`config.mk`:
```
export PLATFORM = sky130hd
export DESIGN_NAME = hb3_motor_ctrl
export DESIGN_NICKNAME = d
export VERILOG_FILES = /design/src/rtl/hb3_pkg.sv /design/src/rtl/hb3_edge_counter.sv /design/src/rtl/hb3_motor_ctrl.sv
export SDC_FILE = /design/constraint.sdc
export NUM_CORES = 1
export LEC_CHECK = 0
export ABC_AREA = 1
export CAP_MARGIN = 30
export CORE_UTILIZATION = 64
export DETAILED_ROUTE_END_ITERATION = 10
export PLACE_DENSITY_LB_ADDON = 0.12
export SLEW_MARGIN = 20
export SYNTH_ARGS = -nofsm -noshare
export SYNTH_HDL_FRONTEND = slang
export SYNTH_SLANG_ARGS = --single-unit
```
`constraint.sdc`:
```
create_clock -name Clk -period 5.3 [get_ports Clk]
set_clock_uncertainty 0.2 [all_clocks]
set_input_delay 0.53 -clock Clk [delete_from_list [all_inputs] [get_ports Clk]]
set_output_delay 0.53 -clock Clk [all_outputs]
set_load 0.005 [all_outputs]
```
`src/rtl/hb3_pkg.sv`:
```
// Shared types and helpers for the PmodHB3 motor controller.
// FSM states, edge-mode selectors and a counter-width helper.
package hb3_pkg;

  typedef enum logic [1:0] {
    RUN       = 2'd0,
    DEAD_PRE  = 2'd1,
    DEAD_POST = 2'd2
  } hb3_state_e;

  localparam int EDGE_RISE = 0;
  localparam int EDGE_BOTH = 1;

  // Bits needed for a counter running 0..n-1 (never below 1).
  function automatic int cw(input int n);
    return (n < 2) ? 1 : $clog2(n);
  endfunction

endpackage

```
`src/rtl/hb3_edge_counter.sv`:
```
// Hall-sensor path: synchronisers, edge detect, gated pulse count
// and quadrature direction sense.
module hb3_edge_counter
  import hb3_pkg::*;
#(
  parameter int GATE_CYCLES = 100_000_000,
  parameter int EDGE_MODE   = 0,
  parameter int CNT_W       = 32
) (
  input  logic             Clk,
  input  logic             Resetn,
  input  logic             SA,
  input  logic             SB,
  output logic [CNT_W-1:0] pulse_count,
  output logic             count_valid,
  output logic             meas_dir
);

  localparam int GW = cw(GATE_CYCLES);
  localparam logic [GW-1:0] GATE_LAST = GW'(GATE_CYCLES - 1);

  logic [1:0]       sa_sync;
  logic [1:0]       sb_sync;
  logic             sa_d;
  logic [GW-1:0]    gate_cnt;
  logic [CNT_W-1:0] acc;
  logic [CNT_W-1:0] acc_inc;
  logic             rise;
  logic             cnt_edge;
  logic             gate_end;

  assign rise     = sa_sync[1] & ~sa_d;
  assign cnt_edge = (EDGE_MODE == EDGE_BOTH) ? (sa_sync[1] ^ sa_d) : rise;
  assign gate_end = (gate_cnt == GATE_LAST);
  assign acc_inc  = (cnt_edge && (acc != '1)) ? acc + CNT_W'(1) : acc;

  // Two-flop synchronisers plus a delayed copy of SA for edge detect.
  always_ff @(posedge Clk or negedge Resetn) begin
    if (!Resetn) begin
      sa_sync <= '0;
      sb_sync <= '0;
      sa_d    <= 1'b0;
    end else begin
      sa_sync <= {sa_sync[0], SA};
      sb_sync <= {sb_sync[0], SB};
      sa_d    <= sa_sync[1];
    end
  end

  // Free-running gate timer.
  always_ff @(posedge Clk or negedge Resetn) begin
    if (!Resetn) begin
      gate_cnt <= '0;
    end else if (gate_end) begin
      gate_cnt <= '0;
    end else begin
      gate_cnt <= gate_cnt + GW'(1);
    end
  end

  // Accumulate edges; an edge on the closing cycle goes into that gate.
  always_ff @(posedge Clk or negedge Resetn) begin
    if (!Resetn) begin
      acc         <= '0;
      pulse_count <= '0;
      count_valid <= 1'b0;
    end else if (gate_end) begin
      acc         <= '0;
      pulse_count <= acc_inc;
      count_valid <= 1'b1;
    end else begin
      acc         <= acc_inc;
      count_valid <= 1'b0;
    end
  end

  // SB level at each SA rise gives rotation direction.
  always_ff @(posedge Clk or negedge Resetn) begin
    if (!Resetn) begin
      meas_dir <= 1'b0;
    end else if (rise) begin
      meas_dir <= sb_sync[1];
    end
  end

endmodule

```
`src/rtl/hb3_motor_ctrl.sv`:
```
// PmodHB3 H-bridge controller: PWM on En, dead-time direction
// reversal on Dir, and hall-sensor pulse counting.
module hb3_motor_ctrl
  import hb3_pkg::*;
#(
  parameter int PWM_PERIOD  = 100,
  parameter int DUTY_W      = 7,
  parameter int GATE_CYCLES = 100_000_000,
  parameter int DEADTIME    = 1000,
  parameter int EDGE_MODE   = 0,
  parameter int CNT_W       = 32
) (
  input  logic              Clk,
  input  logic              Resetn,
  input  logic [DUTY_W-1:0] duty_cycle,
  input  logic              dir_req,
  input  logic              SA,
  input  logic              SB,
  output logic              Dir,
  output logic              En,
  output logic              dir_busy,
  output logic [CNT_W-1:0]  pulse_count,
  output logic              count_valid,
  output logic              meas_dir
);

  localparam int PW = cw(PWM_PERIOD);
  localparam int DW = cw(PWM_PERIOD + 1);
  localparam int TW = cw(DEADTIME);
  localparam logic [PW-1:0] PWM_LAST = PW'(PWM_PERIOD - 1);
  localparam logic [TW-1:0] DT_LAST  = TW'(DEADTIME - 1);

  hb3_state_e    state;
  hb3_state_e    state_n;
  logic [TW-1:0] dead_cnt;
  logic [TW-1:0] dead_cnt_n;
  logic          dir_n;
  logic [PW-1:0] pwm_cnt;
  logic [DW-1:0] duty_act;
  logic [DW-1:0] duty_clamp;

  assign dir_busy = (state != RUN);

  // Clamp the request so duty >= period means always on.
  always_comb begin
    duty_clamp = DW'(duty_cycle);
    if (int'(duty_cycle) >= PWM_PERIOD) begin
      duty_clamp = DW'(PWM_PERIOD);
    end
  end

  // PWM counter; duty only changes at the period boundary.
  always_ff @(posedge Clk or negedge Resetn) begin
    if (!Resetn) begin
      pwm_cnt  <= '0;
      duty_act <= '0;
    end else if (pwm_cnt == PWM_LAST) begin
      pwm_cnt  <= '0;
      duty_act <= duty_clamp;
    end else begin
      pwm_cnt  <= pwm_cnt + PW'(1);
    end
  end

  // En drops on the same edge the FSM leaves RUN.
  always_ff @(posedge Clk or negedge Resetn) begin
    if (!Resetn) begin
      En <= 1'b0;
    end else begin
      En <= (32'(pwm_cnt) < 32'(duty_act)) && (state_n == RUN);
    end
  end

  // Direction FSM state, dead timer and Dir pin.
  always_ff @(posedge Clk or negedge Resetn) begin
    if (!Resetn) begin
      state    <= RUN;
      dead_cnt <= '0;
      Dir      <= 1'b0;
    end else begin
      state    <= state_n;
      dead_cnt <= dead_cnt_n;
      Dir      <= dir_n;
    end
  end

  // Reversal sequencing: quiet En, swap Dir mid-way, quiet again.
  always_comb begin
    state_n    = state;
    dead_cnt_n = dead_cnt;
    dir_n      = Dir;
    unique case (state)
      RUN: begin
        if (dir_req != Dir) begin
          state_n    = DEAD_PRE;
          dead_cnt_n = '0;
        end
      end
      DEAD_PRE: begin
        if (dead_cnt == DT_LAST) begin
          dir_n      = dir_req;
          state_n    = DEAD_POST;
          dead_cnt_n = '0;
        end else begin
          dead_cnt_n = dead_cnt + TW'(1);
        end
      end
      DEAD_POST: begin
        if (dead_cnt == DT_LAST) begin
          state_n    = RUN;
          dead_cnt_n = '0;
        end else begin
          dead_cnt_n = dead_cnt + TW'(1);
        end
      end
      default: begin
        state_n    = RUN;
        dead_cnt_n = '0;
      end
    endcase
  end

  hb3_edge_counter #(
    .GATE_CYCLES (GATE_CYCLES),
    .EDGE_MODE   (EDGE_MODE),
    .CNT_W       (CNT_W)
  ) u_edge (
    .Clk         (Clk),
    .Resetn      (Resetn),
    .SA          (SA),
    .SB          (SB),
    .pulse_count (pulse_count),
    .count_valid (count_valid),
    .meas_dir    (meas_dir)
  );

endmodule

```
# == Word level (Yosys, flattened, before mapping) ==
# Index checks and enable logic that the tools add are counted.
# W data, S select, Z words.
# word_totals
register_bits,126
output_inout_bits,37
in_bits,12
elab_cells,50
# classes
addsub,4
reduce_logical,7
mux,13
n_bitwise,2
magnitude_cmp,2
n_eq_ne,8
# ops
cell,n
$mux W32,2
$add A32 B1 Y32 const B,1
$ne A32 B32 Y1 const B,1
$add A27 B1 Y27 const B,1
$eq A27 B27 Y1 const B,1
$mux W27,1
$mux W10,2
$pmux W10 S2,1
$mux W7,2
$add A10 B1 Y10 const B,1
$eq A10 B10 Y1 const B,1
$add A7 B1 Y7 const B,1
$eq A7 B7 Y1 const B,1
$ge A7 B7 Y1 const B,1
$lt A7 B7 Y1,1
$mux W2,3
$pmux W2 S3,1
$logic_not A2 Y1,2
$eq A2 B1 Y1 const B,1
$eq A2 B2 Y1 const B,1
$logic_and A1 B1 Y1,2
$ne A2 B2 Y1 const B,1
$reduce_and A2 Y1,1
$reduce_bool A2 Y1,1
5 further kinds,5

# == Depth between registers and ports, before layout ==
# Gate-level depths: netlist of run 1.
# depth
ltp_word,5
depth_mapped,12
depth_no_buf,12

# == Modules after synthesis ==
# Synthesis of run 1 repeated with hierarchy kept, for this count alone.
# hier_totals
hier_cells,901
hier_area_um2,6766.5
# by_module_without_submodules
module,n_inst,area_each_um2,cells_each
hb3_edge_counter,1,5151.2,689
hb3_motor_ctrl,1,1615.3,212

# == Worst setup path after synthesis of run 1 ==
# No wires, ideal clock.
# synth_timing
kind,register to register
from,register u_edge.acc[0]
to,register u_edge.pulse_count[23]
required_ps,4982
slack_ps,3499
setup_ps,118
arrival_time_ps,1484
path_stages_with_launch,13
synth_period_minus_slack_ps,1801
path_cell_list,dfrtp_1 ha_1 nand2_1 nor2_1 nand2_1 nor2_2 nand2_2 buf_6 buf_6 nand3_1 nand2_1 nand3_1 nand2_1
# synth_via
elab_chain_len,3
# synth_rtl
element,line,rtl
start: declaration,hb3_edge_counter.sv:26,logic [CNT_W-1:0] acc;
start signal: assignment,hb3_edge_counter.sv:72,acc <= acc_inc;
"parallel branches: the longest is 2 deep, another holds $add A32 B1 Y32",--,
$mux W32 (*),hb3_edge_counter.sv:35,assign acc_inc = (cnt_edge && (acc != '1)) ? acc + CNT_W'(1) : acc;
end signal: assignment,hb3_edge_counter.sv:69,pulse_count <= acc_inc;
end: declaration,hb3_edge_counter.sv:14,"output logic [CNT_W-1:0] pulse_count,"
# Mark *: on every way between the ends.
# A chain may end at the register's enable or synchronous reset.

# == Worst setup path after layout of run 1 ==
# layout_timing
from,register u_edge.gate_cnt[0]
to,register u_edge.gate_cnt[23]
# layout_via
elab_chain_len,2
# layout_rtl
element,line,rtl
start: declaration,hb3_edge_counter.sv:25,logic [GW-1:0] gate_cnt;
start signal: assignment,hb3_edge_counter.sv:57,gate_cnt <= gate_cnt + GW'(1);
$add A27 B1 Y27 or $eq A27 B27 Y1 (tied branches),"hb3_edge_counter.sv:57, hb3_edge_counter.sv:34",
$mux W27 (*),hb3_edge_counter.sv:54,end else if (gate_end) begin
# Mark *: on every way between the ends. The rest lies on a longest branch, timed or not.

==> impl_results.md, run 1 <==
- Status: finished clean
- Mapped Nets: ~900
- Clock Tree Buf Depth: 2
- GRT Total Usage: 0.309
- Netlist cell types: 35
- Total power: ~2.5 mW
- Final Worst Setup Slack: ~2.7 ns
- Initial core utilization: 0.671
- Num CTS Buffers: 17
- Synth area leaders: dfrtp_1 (47%), nand2_1 (15%), nor2_1 (6.3%), inv_1 (5.6%), nand3_1 (4.9%)
- Dpl ws: about 2.7 ns
- Post-route ant nets: 0
- Async SR Flop Fraction: 1.00
- Setup TNS: 0 ns
- Hold Fails Final Rpt: 0
- Routed length per instance: 14.3 um
- Min-Delay Path Class: reg2reg
- Via density: 5.56
- Port buffer count: 48
- Slew of the pin with the lowest slew margin: slightly below 0.8 ns
- IO Pins: between 40 and 50
- Placed cell area: ~0.0072 mm^2
- DR iter-0 viols: approximately 370
- Main synth FF type: dfrtp_1
- Area growth, synth to finish: 17.7%
- Post-synthesis cell count: about 870
- WL final: 15300 um
- Residual DRC: 0
- Worst-Skew Late Latency: 0.54 ns
- Global-route wire length before repair: around 27000 um
- Critical path required time: about 5.5 ns
- Antenna violations before repair: 0
- Placed Cells: 1036
- Nets: 950
- Post-synth top cells: nand2_1 (262), dfrtp_1 (126), nor2_1 (112)
- Final core utilization: 0.790
- Post-synthesis sequential area ratio: 0.472
- Relative slew slack: 0.479
- Std-Cell Core Area: approximately 0.01 mm^2
- WS Path Type: reg2reg
- Clock root cell: clkbuf_8
- Min Clock Period, post-route: about 2.6 ns
- Row count: 36
- Clk sinks: approximately 130
- DRT Pass-1 Iters: 5
- Startpoint type of the worst setup path: register
- Final Max Tran Viols: 0
- Die ar.: approximately 0.011 mm^2
- CTS tree: yes
- Synthesized area: between 0.006 and 0.007 mm^2
- RSZ-0062 raised after global routing: no
- Final setup viols: 0
- Fmax: between 300 and 400 MHz
- Fillers: around 680
- LEAKAGE: ~3.7 nW
- Leading area contributor after synthesis: dfrtp_1
- Power Density: 321 mW/mm^2
- Overflow after GRT: 0
- Dpl hpwl: ~11000 um
- Routed via count: about 5900
- Top-count cell post-synth: nand2_1
- Post-CTS setup buffers: 0
- Worst Path Max Fanout: 40
- Maximum number of pins on one net before global-route repair: 80
- Worst EP arrival: between 2 and 3 ns
- Final Cell Area: roughly 0.0079 mm^2
- Final antenna diode count: 0
- Hold WS: roughly 0.16 ns
- Worst VDD drop: between 0.15 and 0.2 mV
- EDFF count, synth: 0
- Post-Layout Cell Count: 1070
- Yosys top cell area share: 0.472
- Worst-path clk slew: ~0.06 ns
- Yosys Warn Count: 0
- Die Ht: 104 um
- CP Capture Type: register
- Final GP Congestion: approximately 1.0
- Chip width: 104 um
- Avg Inst Size Synth: 7.67 um^2
- Vias in the first global route: 6007
- Total of max-cap violations: 0
- Share of cells above drive strength 1: 0.0854
- Number of synthesized register bits: about 130
- H-tree level count: 4
- Fin crit share: 0.489
cell usage in the layout (no fill, tap or decap), drive strengths merged:
master / netlist / final
nand2: 271 / 271
nor2: 127 / 127
dfrtp: 126 / 126
inv: 104 / 104
nand3: 72 / 72
clkdlybuf4s50: 0 / 47
nor3: 27 / 27
o21ai: 27 / 27
a21oi: 21 / 21
clkbuf: 1 / 18
xor2: 16 / 16
ha: 14 / 14
nand4: 13 / 13
clkinv: 0 / 9
nor3b: 7 / 7
xnor2: 5 / 5
nand3b: 5 / 5
buf: 18 / 5
and2: 4 / 4
a31oi: 3 / 3
bufinv: 0 / 3
o21bai: 2 / 2
and3: 2 / 2
o22ai: 2 / 2
clkinvlp: 0 / 2
or2: 1 / 1
mux2i: 1 / 1
o311ai: 1 / 1
a22oi: 1 / 1
dlygate4sd3: 0 / 1
power by group:
part,total (mW),switching [mW],internal (mW)
Sequential,1.06,0.0488,1.02
Combinational,0.293,0.180,0.113
Clock,1.17,0.440,0.728
Total,2.52,0.668,1.86
state kept, by name, summed over array words and instances, names as in the netlist:
signal	flops
u_edge.acc	32
u_edge.pulse_count	32
u_edge.gate_cnt	27
dead_cnt	10
duty_act	7
pwm_cnt	7
state	2
u_edge.sa_sync	2
u_edge.sb_sync	2
Dir	1
En	1
u_edge.count_valid	1
u_edge.meas_dir	1
u_edge.sa_d	1
final cells by class:
cell class / count / area [um^2] / share of cell area
Sequential cell: 126 / 3150 / 0.401
Multi-Input combinational cell: 622 / 3010 / 0.383
Timing Repair Buffer: 53 / 546 / 0.0694
Clock buffer: 18 / 428 / 0.0544
Inverter: 104 / 390 / 0.0496
Clock inverter: 14 / 169 / 0.0215
Tap cell: 133 / 166 / 0.0212
worst max-delay path, cell delays in order (launching register included):
cell,delay (ns)
dfrtp_1,0.38
ha_1,0.23
nand3_2,0.13
inv_2,0.09
nand2_2,0.11
nor3_4,0.44
buf_8,0.24
buf_4,0.41
o21bai_1,0.18
nor2_1,0.06
repair_timing:
item / 4_1_cts / 5_1_grt
hold endpoints to repair: 42 / 0
resized for setup: 0 / 0
hold buffers: 1 / 0
worst paths after layout:
check	endpoint	cells after the start	startpoint	slack, ns
min	u_edge.sa_sync[1]	0	u_edge.sa_sync[0]	0.16
max reg2reg	u_edge.gate_cnt[23]	9	u_edge.gate_cnt[0]	2.71
max	u_edge.gate_cnt[23]	9	u_edge.gate_cnt[0]	2.71
min in group asynchronous	u_edge.pulse_count[8]	2	Resetn	0.21
max in group asynchronous	dead_cnt[1]	3	Resetn	3.83
min reg2reg	u_edge.sa_sync[1]	0	u_edge.sa_sync[0]	0.16
metal layers:
| layer | vias up | GRT usage | part of all wire |
|---|---|---|---|
| li1 | 2862 | - | - |
| met3 | 41 | 0.0714 | 0.052 |
| met1 | 2843 | 0.381 | 0.42 |
| met4 | 0 | 0.133 | 0.026 |
| met5 | - | 0 | 0 |
| met2 | 200 | 0.520 | 0.51 |
logic make-up after synthesis:
logic type                 synth area share
AOI/OAI and AO/OA                    0.0464
xor gates and xnor gates             0.0275
adders and majority gates            0.0262
buffers and inverters                0.0773
DFF                                   0.472
muxes                               0.00150
and+or+nand+nor                       0.349
Power figures use the tool's default switching activity.
==> run 2: changes to the inputs <==
--- a/config.mk
+++ b/config.mk
@@ -7,7 +7,7 @@
 export LEC_CHECK = 0
 export ABC_AREA = 1
 export CAP_MARGIN = 30
-export CORE_UTILIZATION = 64
+export CORE_UTILIZATION = 59
 export DETAILED_ROUTE_END_ITERATION = 10
 export PLACE_DENSITY_LB_ADDON = 0.12
 export SLEW_MARGIN = 20
==> constraint.sdc (replaced) <==
create_clock -name Clk -period 2.6 [get_ports Clk]
set_clock_uncertainty 0.2 [all_clocks]
set_input_delay 0.26 -clock Clk [delete_from_list [all_inputs] [get_ports Clk]]
set_output_delay 0.26 -clock Clk [all_outputs]
set_load 0.005 [all_outputs]
==> run 2 against run 1 <==
Non-clock buffer count is 1 higher. Cell count rose by 0.65%. Final area up 1.3%. Largest cell class unchanged. Fmax rose by 19%. Sequential cell count did not move. Combinational power grew 100%. Sequential power is 100% higher. Utilization decreased by 6.2 points. Critical path type unchanged. Critical endpoint is now u_edge.acc[7]. Die area is 8.3% higher. First-iteration DRC count is 3.5% lower. Via count shrank 2.5%. Critical path depth down 2.
==> impl_results.md, run 2 (same netlist as run 1, synthesis figures left out) <==
- H-tree level count: 4
- Cell Int Power: approximately 4.1 mW
- Clk pwr share: 0.494
- Num CTS Buffers: 17
- CP max stage cell: dfrtp_1
- Global-route wire length before repair: around 26000 um
- Min-Delay Path Class: in2reg
- Initial core utilization: 0.611
- Setup TNS: 0 ns
- DRT Pass-1 Iters: 5
- Port buffer count: 48
- Post-CTS setup buffers: 0
- Top Registers: u_edge.acc x32, u_edge.pulse_count x32, u_edge.gate_cnt x27
- CP Capture Type: register
- Total power: approximately 5.5 mW
- Min Clock Period, post-route: approximately 2.2 ns
- Worst VDD drop: between 0.6 and 0.7 mV
- Most frequent cells in the layout: nand2_1 (262), dfrtp_1 (126), nor2_1 (112), inv_1 (100), nand3_1 (65)
- IO Pins: 49
- Psw: 1.31 mW
- Worst EP arrival: roughly 2.3 ns
- Nets: roughly 950
- Clock Tree Buf Depth: 2
- Routed length per instance: between 10 and 15 um
- Crit path cell chain: ha_1, nand3_2, inv_2, nand2_2, nor3_4, inv_2, and2_1
- WS Path Type: reg2reg
- Power Density: around 690 mW/mm^2
- Share of cells above drive strength 1: 0.0832
- Seq pwr share: 0.398
- Largest delay share family, worst path: simple AND/OR/NAND/NOR gates
- RSZ-0062 raised after global routing: no
- Fin crit share: 0.839
- Buffers & Inverters on Critical Path: 2
- Placed Cells: 1045
- Resize count post-CTS: 0
- Vias in the first global route: 5804
- LEAKAGE: about 3.8 nW
- Relative slew slack: 0.518
- DR iter-0 viols: 360
- Final antenna diode count: 0
- Antenna violations before repair: 0
- Commonest non-fill, non-tap cell in the layout: nand2_1
- WL final: approximately 15000 um
- Hold Fails Final Rpt: 0
- Slew of the pin with the lowest slew margin: 0.723 ns
- Worst-Skew Late Latency: 0.42 ns
- Worst-path clk slew: around 0.050 ns
- Comb pwr share: 0.108
- Status: finished clean
- Clk sinks: approximately 130
- Routed via count: just under 6000
- Maximum number of pins on one net before global-route repair: 70
- Total of max-cap violations: 0
- Final Cell Area: 0.00796 mm^2
- Via density: between 5 and 6
- Fillers: 855
- Sw frac: 0.240
- Clock root cell: clkbuf_16
- Final setup viols: 0
- CTS tree: yes
- Post-route ant nets: 0
- Std-Cell Core Area: 0.0109 mm^2
- Chip width: between 100 and 150 um
- Dpl hpwl: roughly 10000 um
- Startpoint type of the worst setup path: register
- Row count: 38
- Placed cell area: between 0.007 and 0.008 mm^2
- Residual DRC: 0
- Final GP Congestion: roughly 0.94
- Fmax: 458 MHz
- Most used cell along the critical path: inv_2
- Crit-path max cell delay: 0.37 ns
- Critical path required time: around 2.7 ns
- Area growth, synth to finish: 19.2%
- Final Max Tran Viols: 0
- Hold-fix buffers, CTS: 1
- GRT Total Usage: 0.287
- Overflow after GRT: 0
- Worst Path Max Fanout: 43
- Die Ht: approximately 110 um
- Die ar.: about 0.012 mm^2
- Post-Layout Cell Count: about 1100
## run 2: power groups by stage
stage	Clock (mW)	Sequential [mW]	Combinational, mW
global route	2.82	2.18	0.676
detailed placement	0	2.20	0.581
floorplan	0	2.18	0.390
global placement	0	2.20	0.551
CTS	2.72	2.17	0.590
finish	2.70	2.17	0.590
## run 2: stage by stage
step | utilization | setup WS, ns | hold slack [ns]
after detailed placement | 0.666 | 0.460 | 0.111
after global routing | 0.728 | 0.231 | 0.0660
after global placement | 0.666 | 0.525 | 0.101
after CTS | 0.728 | 0.415 | 0.0767
after floorplan | - | 0.799 | -0.236
final | 0.728 | 0.418 | 0.0867
## run 2: cell type report
cell class                      count  area, um^2  share of cell area
Sequential cell                   126        3150               0.396
Tap cell                          140         175              0.0220
Clock buffer                       21         460              0.0578
Timing Repair Buffer               54         563              0.0707
Inverter                          104         390              0.0490
Clock inverter                     10         209              0.0262
Multi-Input combinational cell    622        3010               0.378
## run 2: layer usage
layer	global-route usage	wire, um	up-vias
met2	0.488	7550	161
met4	0.0946	208	0
met1	0.352	6570	2759
li1	-	-	2853
met5	0	0	-
met3	0.0796	841	24
## run 2: worst paths after layout
kind,start,slack (ns),end,depth (start not counted)
setup / recovery,u_edge.gate_cnt[0],0.42,u_edge.acc[7],7
hold / removal,SB,0.09,u_edge.sb_sync[0],1
setup reg to reg,u_edge.gate_cnt[0],0.42,u_edge.acc[7],7
hold reg to reg,u_edge.sa_sync[0],0.15,u_edge.sa_sync[1],0
max in group asynchronous,Resetn,1.35,u_edge.acc[20],3
min in group asynchronous,Resetn,0.19,u_edge.pulse_count[7],2
